$ cat src/rtl/apb_acc_sequencer_if.sv
// Bundles the sequencer's operand stream, result stream and APB signals.
// Modport master is the sequencer's view; modport slave is the view of the
// traffic source, result sink and APB slave taken together.
interface apb_acc_sequencer_if #(
    parameter int ADDR_W = 8,
    parameter int DATA_W = 32,
    parameter int CNT_W  = 8
);
    // Operand stream: a transfer happens on a PCLK edge where s_valid && s_ready.
    // Result stream:  a transfer happens on a PCLK edge where r_valid && r_ready.
    // A source holds its payload stable while valid is high and not yet accepted.
    logic              s_valid;
    logic              s_ready;
    logic [DATA_W-1:0] s_data;
    logic              s_last;

    logic              r_valid;
    logic              r_ready;
    logic [DATA_W-1:0] r_data;
    logic [CNT_W-1:0]  r_count;
    logic              r_err;

    logic [ADDR_W-1:0] PADDR;
    logic              PSEL;
    logic              PENABLE;
    logic              PWRITE;
    logic [DATA_W-1:0] PWDATA;
    logic [DATA_W-1:0] PRDATA;
    logic              PREADY;
    logic              PSLVERR;

    modport master (
        input  s_valid, s_data, s_last, r_ready, PRDATA, PREADY, PSLVERR,
        output s_ready, r_valid, r_data, r_count, r_err,
               PADDR, PSEL, PENABLE, PWRITE, PWDATA
    );

    modport slave (
        output s_valid, s_data, s_last, r_ready, PRDATA, PREADY, PSLVERR,
        input  s_ready, r_valid, r_data, r_count, r_err,
               PADDR, PSEL, PENABLE, PWRITE, PWDATA
    );
endinterface

$ cat src/rtl/apb_acc_sequencer.sv
// APB master feeding the OR-accumulator block: each operand becomes a DATA
// write followed by a CONTROL start write; the last operand of a batch adds a
// RESULT read whose value, operand count and error flag go out on r_*.
// Optional: define ACC_SEQ_TIMEOUT_EN to abandon ACCESS phases that see no
// PREADY within TIMEOUT cycles.
module apb_acc_sequencer #(
    parameter int                ADDR_W    = 8,
    parameter int                DATA_W    = 32,
    parameter logic [ADDR_W-1:0] DATA_ADDR = 8'h00,
    parameter logic [ADDR_W-1:0] CTRL_ADDR = 8'h04,
    parameter logic [ADDR_W-1:0] RES_ADDR  = 8'h08,
    parameter int                CNT_W     = 8,
    parameter int                TIMEOUT   = 16
) (
    input  logic                 PCLK,
    input  logic                 PRESETn,
    apb_acc_sequencer_if.master  bus,
    output logic [1:0]           dbg_state
);

    typedef enum logic [1:0] {IDLE, SETUP, ACCESS, RESP} state_t;
    typedef enum logic [1:0] {WR_DATA, WR_CTRL, RD_RES}   step_t;

    state_t            state, state_nxt;
    step_t             step, step_nxt;
    logic [DATA_W-1:0] op_data;
    logic              op_last;
    logic [DATA_W-1:0] r_data_q;
    logic [CNT_W-1:0]  r_count_q;
    logic              r_err_q;
    logic              r_valid_q;
    logic              xfer_done;
    logic              xfer_abandon;
    logic              psel, penable, pwrite;
    logic [ADDR_W-1:0] paddr;
    logic [DATA_W-1:0] pwdata;

`ifdef ACC_SEQ_TIMEOUT_EN
    localparam int TMO_W = $clog2(TIMEOUT + 1);
    logic [TMO_W-1:0] tmo_cnt;

    // Count ACCESS cycles of the current transfer; cleared outside ACCESS.
    always_ff @(posedge PCLK) begin
        if (!PRESETn || state != ACCESS) tmo_cnt <= '0;
        else                             tmo_cnt <= tmo_cnt + 1'b1;
    end

    assign xfer_abandon = (state == ACCESS) && !bus.PREADY &&
                          (tmo_cnt == TMO_W'(TIMEOUT - 1));
`else
    assign xfer_abandon = 1'b0;
`endif

    // PREADY and PSLVERR only mean something during ACCESS.
    assign xfer_done = (state == ACCESS) && (bus.PREADY || xfer_abandon);

    // State and step registers.
    always_ff @(posedge PCLK) begin
        if (!PRESETn) begin
            state <= IDLE;
            step  <= WR_DATA;
        end else begin
            state <= state_nxt;
            step  <= step_nxt;
        end
    end

    // Next state and APB drive; bus lines are zero whenever PSEL is low.
    always_comb begin
        state_nxt = state;
        step_nxt  = step;
        psel      = 1'b0;
        penable   = 1'b0;
        pwrite    = 1'b0;
        paddr     = '0;
        pwdata    = '0;
        case (state)
            IDLE: begin
                if (bus.s_valid) begin
                    state_nxt = SETUP;
                    step_nxt  = WR_DATA;
                end
            end
            SETUP: begin
                psel      = 1'b1;
                state_nxt = ACCESS;
            end
            ACCESS: begin
                psel    = 1'b1;
                penable = 1'b1;
                if (xfer_done) begin
                    case (step)
                        WR_DATA: begin
                            step_nxt  = WR_CTRL;
                            state_nxt = SETUP;
                        end
                        WR_CTRL: begin
                            if (op_last) begin
                                step_nxt  = RD_RES;
                                state_nxt = SETUP;
                            end else begin
                                state_nxt = IDLE;
                            end
                        end
                        default: state_nxt = RESP;
                    endcase
                end
            end
            RESP: begin
                if (bus.r_ready) state_nxt = IDLE;
            end
            default: state_nxt = IDLE;
        endcase
        if (psel) begin
            case (step)
                WR_DATA: begin
                    paddr  = DATA_ADDR;
                    pwrite = 1'b1;
                    pwdata = op_data;
                end
                WR_CTRL: begin
                    paddr  = CTRL_ADDR;
                    pwrite = 1'b1;
                    pwdata = DATA_W'(1);
                end
                default: paddr = RES_ADDR;
            endcase
        end
    end

    // Operand latch, batch counter, sticky error and result registers.
    always_ff @(posedge PCLK) begin
        if (!PRESETn) begin
            op_data   <= '0;
            op_last   <= 1'b0;
            r_data_q  <= '0;
            r_count_q <= '0;
            r_err_q   <= 1'b0;
            r_valid_q <= 1'b0;
        end else begin
            if (state == IDLE && bus.s_valid) begin
                op_data   <= bus.s_data;
                op_last   <= bus.s_last;
                r_count_q <= r_count_q + 1'b1;
            end
            if (xfer_done) begin
                if ((bus.PREADY && bus.PSLVERR) || xfer_abandon) r_err_q <= 1'b1;
                if (step == RD_RES) begin
                    r_data_q  <= bus.PREADY ? bus.PRDATA : '0;
                    r_valid_q <= 1'b1;
                end
            end
            if (state == RESP && bus.r_ready) begin
                r_valid_q <= 1'b0;
                r_count_q <= '0;
                r_err_q   <= 1'b0;
            end
        end
    end

    assign bus.PSEL    = psel;
    assign bus.PENABLE = penable;
    assign bus.PWRITE  = pwrite;
    assign bus.PADDR   = paddr;
    assign bus.PWDATA  = pwdata;
    assign bus.s_ready = (state == IDLE) && PRESETn;
    assign bus.r_valid = r_valid_q;
    assign bus.r_data  = r_data_q;
    assign bus.r_count = r_count_q;
    assign bus.r_err   = r_err_q;
    assign dbg_state   = state;

endmodule
$ cat src/flat_wrapper.sv
// flat-port wrapper written by rule: the top's interface ports become plain ports
module apb_acc_sequencer_flat 
#(
    parameter int                ADDR_W    = 8,
    parameter int                DATA_W    = 32,
    parameter logic [ADDR_W-1:0] DATA_ADDR = 8'h00,
    parameter logic [ADDR_W-1:0] CTRL_ADDR = 8'h04,
    parameter logic [ADDR_W-1:0] RES_ADDR  = 8'h08,
    parameter int                CNT_W     = 8,
    parameter int                TIMEOUT   = 16
)
  (PCLK, PRESETn, dbg_state, bus_s_valid, bus_s_data, bus_s_last, bus_r_ready, bus_PRDATA, bus_PREADY, bus_PSLVERR, bus_s_ready, bus_r_valid, bus_r_data, bus_r_count, bus_r_err, bus_PADDR, bus_PSEL, bus_PENABLE, bus_PWRITE, bus_PWDATA);
  apb_acc_sequencer_if #(.ADDR_W(ADDR_W), .DATA_W(DATA_W), .CNT_W(CNT_W)) bus_i ();
  input  logic PCLK;
  input  logic PRESETn;
  output logic [1:0] dbg_state;
  input wire logic [$bits(bus_i.s_valid)-1:0] bus_s_valid;
  input wire logic [$bits(bus_i.s_data)-1:0] bus_s_data;
  input wire logic [$bits(bus_i.s_last)-1:0] bus_s_last;
  input wire logic [$bits(bus_i.r_ready)-1:0] bus_r_ready;
  input wire logic [$bits(bus_i.PRDATA)-1:0] bus_PRDATA;
  input wire logic [$bits(bus_i.PREADY)-1:0] bus_PREADY;
  input wire logic [$bits(bus_i.PSLVERR)-1:0] bus_PSLVERR;
  output wire logic [$bits(bus_i.s_ready)-1:0] bus_s_ready;
  output wire logic [$bits(bus_i.r_valid)-1:0] bus_r_valid;
  output wire logic [$bits(bus_i.r_data)-1:0] bus_r_data;
  output wire logic [$bits(bus_i.r_count)-1:0] bus_r_count;
  output wire logic [$bits(bus_i.r_err)-1:0] bus_r_err;
  output wire logic [$bits(bus_i.PADDR)-1:0] bus_PADDR;
  output wire logic [$bits(bus_i.PSEL)-1:0] bus_PSEL;
  output wire logic [$bits(bus_i.PENABLE)-1:0] bus_PENABLE;
  output wire logic [$bits(bus_i.PWRITE)-1:0] bus_PWRITE;
  output wire logic [$bits(bus_i.PWDATA)-1:0] bus_PWDATA;
  assign bus_i.s_valid = bus_s_valid;
  assign bus_i.s_data = bus_s_data;
  assign bus_i.s_last = bus_s_last;
  assign bus_i.r_ready = bus_r_ready;
  assign bus_i.PRDATA = bus_PRDATA;
  assign bus_i.PREADY = bus_PREADY;
  assign bus_i.PSLVERR = bus_PSLVERR;
  assign bus_s_ready = bus_i.s_ready;
  assign bus_r_valid = bus_i.r_valid;
  assign bus_r_data = bus_i.r_data;
  assign bus_r_count = bus_i.r_count;
  assign bus_r_err = bus_i.r_err;
  assign bus_PADDR = bus_i.PADDR;
  assign bus_PSEL = bus_i.PSEL;
  assign bus_PENABLE = bus_i.PENABLE;
  assign bus_PWRITE = bus_i.PWRITE;
  assign bus_PWDATA = bus_i.PWDATA;
  apb_acc_sequencer #(.ADDR_W(ADDR_W), .DATA_W(DATA_W), .DATA_ADDR(DATA_ADDR), .CTRL_ADDR(CTRL_ADDR), .RES_ADDR(RES_ADDR), .CNT_W(CNT_W), .TIMEOUT(TIMEOUT)) u_core (.PCLK(PCLK), .PRESETn(PRESETn), .bus(bus_i), .dbg_state(dbg_state));
endmodule
$ cat config.mk
export PLATFORM = sky130hd
export DESIGN_NAME = apb_acc_sequencer_flat
export DESIGN_NICKNAME = d
export VERILOG_FILES = /design/src/rtl/apb_acc_sequencer_if.sv /design/src/rtl/apb_acc_sequencer.sv /design/src/flat_wrapper.sv
export SDC_FILE = /design/constraint.sdc
export NUM_CORES = 1
export LEC_CHECK = 0
export CORE_UTILIZATION = 42
export CTS_BUF_LIST = sky130_fd_sc_hd__clkbuf_8
export DETAILED_ROUTE_END_ITERATION = 8
export PLACE_DENSITY_LB_ADDON = 0.12
export SYNTH_ARGS = -nofsm -noshare
export SYNTH_HDL_FRONTEND = slang
export SYNTH_SLANG_ARGS = --single-unit
$ cat constraint.sdc
create_clock -name PCLK -period 1.63 [get_ports PCLK]
set_input_delay 0.2445 -clock PCLK [delete_from_list [all_inputs] [get_ports PCLK]]
set_output_delay 0.2445 -clock PCLK [all_outputs]
set_load 0.01 [all_outputs]
==> results of run 1 <==
[flip-flops by register name, indices dropped and copies added, names as in the netlist]
signal / cells
u_core.bus.r_err: 1
u_core.bus.r_valid: 1
u_core.bus.r_data: 32
u_core.dbg_state: 2
u_core.op_data: 32
u_core.bus.r_count: 8
u_core.step: 2
u_core.op_last: 1
[timing repair]
item | 4_1_cts | 5_1_grt
setup buffers | 7 | 3
endpoints found under the setup margin | 40 | 43
resized for setup | 194 | 25
cloned | 2 | 0
pin swaps | 20 | 4
[path summary, 6_finish.rpt]
kind,endpoint,depth (start not counted)
max reg2reg,u_core.dbg_state[1]$_SDFFE_PN0P_,7
min,u_core.bus.r_data[20]$_SDFFE_PN0P_,3
min reg2reg,u_core.op_data[18]$_SDFFE_PN0P_,2
max,bus_PWDATA[5],7
[cells in the final DEF, fill, tap and decap left out, drive strengths merged]
| master | instances |
|---|---|
| or3 | 3 |
| nand3 | 4 |
| a2111oi | 1 |
| conb | 6 |
| nor2 | 8 |
| or2b | 1 |
| o21bai | 1 |
| dfxtp | 79 |
| nand2b | 4 |
| clkbuf | 10 |
| nand3b | 1 |
| inv | 6 |
| a21oi | 73 |
| xor2 | 1 |
| a211oi | 1 |
| a311oi | 1 |
| or4 | 2 |
| and2 | 35 |
| o21ai | 3 |
| o31ai | 2 |
| bufinv | 2 |
| nand4b | 1 |
| a41oi | 1 |
| and4b | 1 |
| xnor2 | 1 |
| dlygate4sd2 | 2 |
| and3 | 1 |
| clkdlybuf4s50 | 113 |
| nand2 | 140 |
| ha | 5 |
| nand4 | 2 |
| mux2i | 2 |
| buf | 69 |
| clkinv | 3 |
| a31oi | 2 |
| or3b | 1 |
[area by class of cell]
type                            count  area (um^2)  area share (%)
Clock inverter                      6        91.34           1.704
Inverter                            5        21.27          0.3968
Sequential cell                    79         1585           29.58
Multi-Input combinational cell    304         1613           30.09
Tap cell                           99        123.9           2.311
Timing Repair Buffer              184         1788           33.36
Clock buffer                       10        137.6           2.568
[stage by stage]
stage | instances | power [mW] | worst slack, ns | hold WS [ns] | instance area [um^2]
6_report | 687 | 6.647 | -0.3012 | 0.4372 | 5360
5_1_grt | 687 | 7.013 | -0.3833 | 0.4272 | 5360
3_5_place_dp | 663 | 4.457 | -0.4284 | 0.4422 | 4982
2_1_floorplan | 420 | 3.313 | 0.03111 | 0.3805 | 3258
4_1_cts | 688 | 6.805 | -0.3960 | 0.4227 | 5331
3_3_place_gp | 663 | 4.411 | -0.3621 | 0.4369 | 4982
[cells by family after synthesis]
logic type / count (synthesis) / share of synthesized area [%]
compound gates: 85 / 13.90
flops: 79 / 48.95
fa+ha+maj: 5 / 1.936
mux: 2 / 0.6197
buf+inv: 37 / 5.539
other cells: 1 / 0.1161
simple gates: 204 / 28.39
xor+xnor: 2 / 0.5423
[worst min-delay path, cell delays in order]
cell and delay (ns):
clkdlybuf4s50_1 0.40, nand2_1 0.05, a21oi_1 0.05
[metal layers]
metal	GRT usage (%)	vias to the layer above	share of wire, %
met1	30.61	1530	44
met2	39.29	125	47
met3	6.176	16	7.2
li1	-	1674	-
met5	0	-	0
met4	9.563	0	2.0
[power by group through the flow]
| stage | registers (mW) | logic (mW) | clock network (mW) |
|---|---|---|---|
| final | 2.24 | 2.75 | 1.65 |
| after global routing | 2.26 | 2.98 | 1.77 |
| after CTS | 2.24 | 2.89 | 1.68 |
| after detailed placement | 2.27 | 2.19 | 0 |
| after global placement | 2.26 | 2.15 | 0 |
| after floorplan | 2.28 | 1.03 | 0 |
==> impl_metrics.csv, run 1 <==
group,metric,value,unit
floorplan,start_util,44.07,%
drt,drt_wl_total,9464,um
yosys,ys_types,35,
setup_path,crit_buf_inv,3,
setup_path,crit_path_max_fanout,15,
sta,finalCriticalPeriod,1.931,ns
global_routing,grt_max_degree,40,
status,status,"finished with violations",
status,violations,"negative setup slack",
setup_path,critPathTopFamily,"buffers and inverters",
global_routing,grt-ovfl-total,0,
power_and_ir_drop,power_frac_comb,41.4,%
setup_path,endpoint_kind,"output port",
final_layout,drive_gt1_share,20.58,%
setup_path,required,1.39,ns
hold_path,min_from,"bus_PRDATA[20]",
floorplan,ios,159,
placement,place.gp.congestion,0.7887,
drt,drt_iter0_drc,183,
clock_network,cts.sinks,79,
clock_network,cts_tree,"yes",
sta,slew_violations,0,
clock_network,path_clk_slew,0.09,ns
drt,wire_per_inst,13.78,um
drt,first_pass_iters,4,
power_and_ir_drop,leakage,2.070,nW
setup_path,startpoint,"u_core.dbg_state[0]$_SDFFE_PN0P_",
yosys,synth_ff_type,"dfxtp_1",
flow_run,maxCapViolCount,0,
yosys,synth_edf_count,0,
clock_network,insertion_delay,0.35,ns
hold_path,hold_class,"in -> reg",
yosys,synth.most_common_cell,"nand2_1",
global_routing,antenna_found_initial,0,
floorplan,fp.dieArea,8047,um^2
power_and_ir_drop,power.switching,2.182,mW
clock_network,htreeDepth,3,
power_and_ir_drop,p_per_area,1240,nW/um^2
power_and_ir_drop,ir_drop,0.0008405,V
sta,setup_violations,35,
sta,rsz0062_at_grt,"true",
yosys,yosysTopAreaCell,"dfxtp_1",
final_layout,fin_nets,659,
clock_network,hold_buffers,0,
drt,vias,3345,
setup_path,critical_path_class,"reg -> out",
clock_network,cts-root-buf,"clkbuf_8",
setup_path,critPathSlowestCell,"dfxtp_2",
yosys,yosys-top-cells-area,"dfxtp_1 (49%), nand2_1 (16%), a21oi_1 (11%)",
yosys,yosys_warnings,0,
clock_network,cts_buffers,9,
drt,vias_per_cell,4.869,
sta,fin_crit_sh,118.5,%
floorplan,core,7331,um^2
yosys,ys_seq_elements,79,
sta,max_freq,517.8,MHz
setup_path,r2r-start,"u_core.dbg_state[1]$_SDFFE_PN0P_",
sta,finalHoldViolations,0,
final_layout,n_fill_cell,544,
final_layout,diodes,0,
yosys,synthCells,415,
placement,portBuffers,152,
power_and_ir_drop,clockPowerShare,24.9,%
floorplan,rows,31,
power_and_ir_drop,p_int,4.465,mW
power_and_ir_drop,seq_power_share,33.7,%
yosys,syn_area_per_cell,7.785,um^2
sta,finClkSkew,0.007946,ns
yosys,synth_top_area_share,48.95,%
yosys,synth.yosys.seq_area_share,48.95,%
global_routing,grt_pass1_vias,3180,
drt,drcViolationCount,0,
power_and_ir_drop,swShare,32.83,%
global_routing,grt_pass1_wl,15620,um
setup_path,crit_arrival,1.69,ns
final_layout,post-route-util,73.12,%
global_routing,grtUsageTotal,24.16,%
setup_path,path_cells,"inv_2 > ha_4 > nand2b_4 > nor2_4 > buf_8 > and2_1 > buf_2",
yosys,synth.cell_area,3231,um^2
drt,detail-route-antenna-nets,0,
yosys,ys_async_sr_fraction,0,%
sta,fin_ws,-0.3012,ns
clock_network,clock_path_buffers,2,
setup_path,crit_path_start_kind,"register",
setup_path,slowest_delay,0.34,ns
floorplan,die_w,89.71,um
placement,hpwl,6218,um
final_layout,syn_to_final_growth,65.92,%
yosys,synthTopCellsByCount,"nand2_1 (139), dfxtp_1 (79), a21oi_1 (73)",
sta,tns,-9.209,ns
floorplan,die_y,89.71,um
setup_path,rrSetupSlack,0.06,ns
(Power assumes the default switching activity.)
==> inputs of run 2 (changes only) <==
--- a/config.mk
+++ b/config.mk
@@ -8,6 +8,7 @@
 export CORE_UTILIZATION = 42
 export CTS_BUF_LIST = sky130_fd_sc_hd__clkbuf_8
 export DETAILED_ROUTE_END_ITERATION = 8
+export MAX_ROUTING_LAYER = met4
 export PLACE_DENSITY_LB_ADDON = 0.12
 export SYNTH_ARGS = -nofsm -noshare
 export SYNTH_HDL_FRONTEND = slang
==> run 2 against run 1 <==
Compared with the run above:
- the run still ends with negative setup slack left
- non-clock buffer count is the same
- sequential share of layout area unchanged
- via count is 0.30% higher
- critical path type unchanged
- cell area did not move
- combinational power is essentially flat
- register-to-register slack worse by 0.02 ns
- critical path depth did not move
- clock power about the same
==> impl_metrics.csv, run 2 (synthesis results as in run 1) <==
group,metric,value,unit
clock_network,insertion_delay,0.34,ns
floorplan,rows,31,
placement,place.gp.congestion,0.7997,
sta,max_freq,518.7,MHz
power_and_ir_drop,power,6.650,mW
final_layout,syn_to_final_growth,65.92,%
final_layout,final_cells,687,
setup_path,rrSetupSlack,0.04,ns
global_routing,grt_pass1_wl,15600,um
final_layout,layout_commonest_cell,"nand2_1",
flow_run,maxCapViolCount,0,
setup_path,path_cells,"inv_2 > ha_4 > nand2b_4 > nor2_4 > buf_8 > and2_1 > buf_2",
setup_path,critPathTopFamily,"buffers and inverters",
sta,setup_violations,35,
drt,drcViolationCount,0,
drt,drt_iter0_drc,179,
placement,dp.cells,663,
clock_network,cts-root-buf,"clkbuf_8",
drt,first_pass_iters,4,
sta,finalHoldViolations,0,
sta,finClkSkew,0.008475,ns
setup_path,path_depth,7,
final_layout,post-route-util,73.12,%
sta,rsz0062_at_grt,"true",
sta,fin_ws,-0.2979,ns
final_layout,layout_common_cells,"nand2_1 (139), clkdlybuf4s50_1 (113), dfxtp_1 (76)",
clock_network,path_clk_slew,0.09,ns
final_layout,postLayoutCellArea,5360,um^2
status,violations,"negative setup slack",
floorplan,ios,159,
final_layout,fin_nets,659,
floorplan,start_util,44.07,%
drt,wire_per_inst,13.82,um
setup_path,critPathSlowestCell,"dfxtp_2",
floorplan,die_y,89.71,um
placement,hpwl,6218,um
clock_network,htreeDepth,3,
setup_path,worstSetupEndpoint,"bus_PWDATA[5]",
setup_path,critical_path_class,"reg -> out",
placement,place_area,4982,um^2
power_and_ir_drop,leakage,2.070,nW
sta,fin_crit_sh,118.3,%
clock_network,cts.sinks,79,
setup_path,startpoint,"u_core.dbg_state[0]$_SDFFE_PN0P_",
final_layout,diodes,0,
power_and_ir_drop,ir_drop,0.0008400,V
clock_network,clock_path_buffers,2,
sta,slew_violations,0,
clock_network,cts_buffers,9,
drt,vias,3355,
power_and_ir_drop,p_per_area,1241,nW/um^2
global_routing,grtUsageTotal,24.85,%
global_routing,grt_pass1_vias,3190,
global_routing,grt-ovfl-total,0,
setup_path,crit_buf_inv,3,
global_routing,grt_max_degree,40,
setup_path,crit_arrival,1.68,ns
floorplan,fp.dieArea,8047,um^2
status,status,"finished with violations",
hold_path,hold_class,"in -> reg",
placement,portBuffers,152,
setup_path,crit_path_start_kind,"register",
drt,drt_wl_total,9492,um
setup_path,r2r-start,"u_core.dbg_state[1]$_SDFFE_PN0P_",
floorplan,die_w,89.71,um
setup_path,endpoint_kind,"output port",
global_routing,antenna_found_initial,0,
setup_path,crit_path_max_fanout,15,
setup_path,slowest_delay,0.34,ns
setup_path,timing.rr.end,"u_core.dbg_state[1]$_SDFFE_PN0P_",
setup_path,r2r_cells,7,
setup_path,required,1.39,ns
drt,vias_per_cell,4.884,
floorplan,core,7331,um^2
drt,detail-route-antenna-nets,0,
final_layout,drive_gt1_share,20.58,%
sta,finalCriticalPeriod,1.928,ns
clock_network,cts_tree,"yes",
==> run 2: timing repair <==
| item | CTS | global route |
|---|---|---|
| buffers inserted | 7 | 3 |
| hold endpoints to repair | 0 | 0 |
| pin swaps | 20 | 4 |
| gates cloned | 2 | 0 |
| hold buffers | 0 | 0 |
| setup endpoints to repair | 40 | 43 |
| gates resized for setup | 194 | 25 |
==> run 2: report_power, final <==
group / leakage, nW / switching, mW / internal [mW]
Combinational: 1.31 / 1.33 / 1.43
Sequential: 0.643 / 0.115 / 2.12
Clock: 0.117 / 0.741 / 0.913
Total: 2.07 / 2.18 / 4.47
==> run 2: per-stage QoR <==
stage / setup WS [ns] / TNS (ns) / hold slack [ns]
finish: -0.2979 / -9.030 / 0.4409
floorplan: 0.03111 / 0 / 0.3805
detailed placement: -0.4284 / -12.99 / 0.4422
global route: -0.3849 / -12.01 / 0.4254
CTS: -0.3960 / -11.50 / 0.4227
global placement: -0.3621 / -10.79 / 0.4369
==> run 2: how the worst min path moves through the flow <==
stage               depth (start not counted)                                  to                             from
global route                                3   u_core.bus.r_data[4]$_SDFFE_PN0P_                    bus_PRDATA[4]
detailed placement                          2     u_core.op_data[18]$_SDFFE_PN0P_  u_core.op_data[18]$_SDFFE_PN0P_
global placement                            2     u_core.op_data[17]$_SDFFE_PN0P_  u_core.op_data[17]$_SDFFE_PN0P_
finish                                      3  u_core.bus.r_data[20]$_SDFFE_PN0P_                   bus_PRDATA[20]
CTS                                         3  u_core.bus.r_data[25]$_SDFFE_PN0P_                   bus_PRDATA[25]
floorplan                                   2     u_core.op_data[10]$_SDFFE_PN0P_                   bus_s_data[10]
==> run 2: tightest hold or removal path: cells and delay by family <==
family | cells | cell delay [ns]
buffers and inverters | 1 | 0.40
AND/OR/NAND/NOR | 1 | 0.05
AO/OA/AOI/OAI | 1 | 0.05
==> run 2: area by class of cell <==
cell class,instances,area (um^2)
clock buffers,10,137.6
fillers,544,1971
clock inverters,6,91.34
repair buffers,184,1788
inverters,5,21.27
multi-input cells,304,1613
flip-flops and latches,79,1585
well taps,99,123.9
==> run 2: metal layers <==
metal | wire (um) | track usage (%)
met1 | 4224 | 31.04
met2 | 4441 | 39.36
met3 | 613 | 5.838
met4 | 212 | 8.743
met5 | 0 | -
==> inputs of run 3 (changes only) <==
--- a/config.mk
+++ b/config.mk
@@ -5,6 +5,7 @@
 export SDC_FILE = /design/constraint.sdc
 export NUM_CORES = 1
 export LEC_CHECK = 0
+export CORE_MARGIN = 4
 export CORE_UTILIZATION = 42
 export CTS_BUF_LIST = sky130_fd_sc_hd__clkbuf_8
 export DETAILED_ROUTE_END_ITERATION = 8
==> run 3 against run 2 <==
Compared with the run above:
- the run still ends with negative setup slack left
- global-route usage decreased by 2.9 points
- combinational power grew 5%
- sequential cell count is the same
- highest routed layer unchanged
- cell count unchanged
- routed wire length increased by 5.2%
==> impl_metrics.csv, run 3 (synthesis results as in run 1) <==
group,metric,value,unit
status,status,"finished with violations",
status,violations,"negative setup slack",
clock_network,hold_buffers,0,
sta,max_freq,509.1,MHz
sta,finalCriticalPeriod,1.964,ns
hold_path,hold_class,"in -> reg",
global_routing,grt_pass1_wl,15260,um
final_layout,diodes,0,
placement,hpwl,6748,um
final_layout,final_cells,687,
final_layout,syn_to_final_growth,69.64,%
clock_network,htreeDepth,3,
power_and_ir_drop,ir_drop,0.0009320,V
floorplan,ios,159,
floorplan,die_w,95.71,um
floorplan,fp.dieArea,9159,um^2
placement,dp.cells,659,
sta,tns,-8.915,ns
global_routing,antenna_found_initial,0,
drt,drt_wl_total,9988,um
drt,vias,3366,
placement,portBuffers,152,
global_routing,grt_max_degree,35,
power_and_ir_drop,p_per_area,1261,nW/um^2
drt,vias_per_cell,4.900,
placement,post-place-ws,-0.4368,ns
sta,fin_crit_sh,120.5,%
floorplan,start_util,43.84,%
final_layout,fin_nets,660,
drt,wire_per_inst,14.54,um
sta,finalHoldViolations,0,
setup_path,endpoint_kind,"output port",
power_and_ir_drop,power,6.909,mW
clock_network,cts.sinks,79,
final_layout,layout_common_cells,"nand2_1 (139), clkdlybuf4s50_1 (112), dfxtp_1 (75)",
sta,slew_violations,0,
flow_run,maxCapViolCount,0,
clock_network,clock_path_buffers,2,
clock_network,cts-root-buf,"clkbuf_8",
global_routing,grt-ovfl-total,0,
floorplan,rows,31,
final_layout,post-route-util,74.36,%
placement,place.gp.congestion,0.7505,
setup_path,critical_path_class,"reg -> out",
sta,fin_ws,-0.3342,ns
global_routing,grt_pass1_vias,3259,
clock_network,cts_buffers,9,
setup_path,crit_path_start_kind,"register",
sta,rsz0062_at_grt,"true",
setup_path,required,1.39,ns
floorplan,die_y,95.71,um
clock_network,cts_tree,"yes",
drt,drt_iter0_drc,118,
floorplan,core,7370,um^2
setup_path,crit_arrival,1.72,ns
drt,drcViolationCount,0,
final_layout,layout_commonest_cell,"nand2_1",
power_and_ir_drop,leakage,2.127,nW
final_layout,drive_gt1_share,22.62,%
clock_network,path_clk_slew,0.08,ns
global_routing,grtUsageTotal,21.93,%
setup_path,crit_path_max_fanout,6,
sta,finClkSkew,0.01097,ns
drt,first_pass_iters,4,
drt,detail-route-antenna-nets,0,
clock_network,insertion_delay,0.34,ns
sta,setup_violations,35,
## run 3: layout make-up
cell class / instances / area, um^2
Sequential cell: 79 / 1587
Clock inverter: 4 / 93.84
Inverter: 5 / 21.27
Clock buffer: 11 / 151.4
Tap cell: 99 / 123.9
Timing Repair Buffer: 185 / 1873
Fill cell: 569 / 1889
Multi-Input combinational cell: 304 / 1630
## run 3: timing repair
action                     4_1_cts  5_1_grt
gates cloned                     3        0
buffers inserted                 9        5
setup endpoints to repair       43       39
pin swaps                       33        5
resized for setup              200       43
## run 3: metal layers
layer	global-route usage, %	part of all wire [%]	up-vias
li1	-	-	1679
met1	25.16	39	1540
met2	36.77	51	126
met3	5.082	7.0	21
met4	9.242	2.5	0
met5	-	0	-
## run 3: worst max-delay path, stage by stage (launching register included)
cell      delay (ns)
dfxtp_2         0.34
inv_2           0.05
ha_4            0.28
nand2b_4        0.06
nor2_4          0.16
buf_6           0.13
buf_6           0.11
and2_1          0.12
buf_2           0.12
## run 3: through the flow
| step | hold slack, ns | area, um^2 |
|---|---|---|
| after detailed placement | 0.4435 | 4952 |
| after CTS | 0.4328 | 5314 |
| after global routing | 0.4416 | 5480 |
| final | 0.4446 | 5480 |
| after floorplan | 0.3805 | 3258 |
| after global placement | 0.4379 | 4952 |
## run 3: worst paths after layout
path / to / startpoint / cells after the start / slack, ns
max reg2reg: u_core.step[1]$_SDFFE_PN0P_ / u_core.dbg_state[0]$_SDFFE_PN0P_ / 7 / 0.02
max: bus_PWDATA[22] / u_core.dbg_state[1]$_SDFFE_PN0P_ / 8 / -0.33
min: u_core.bus.r_data[23]$_SDFFE_PN0P_ / bus_PRDATA[23] / 3 / 0.44
min reg2reg: u_core.bus.r_data[3]$_SDFFE_PN0P_ / u_core.bus.r_data[3]$_SDFFE_PN0P_ / 2 / 0.45
## run 3: report_power, final
group | switching [mW] | internal (mW) | leakage [nW] | total, mW
Sequential | 0.119 | 2.13 | 0.643 | 2.24
Clock | 0.670 | 1.09 | 0.127 | 1.76
Combinational | 1.34 | 1.56 | 1.36 | 2.91
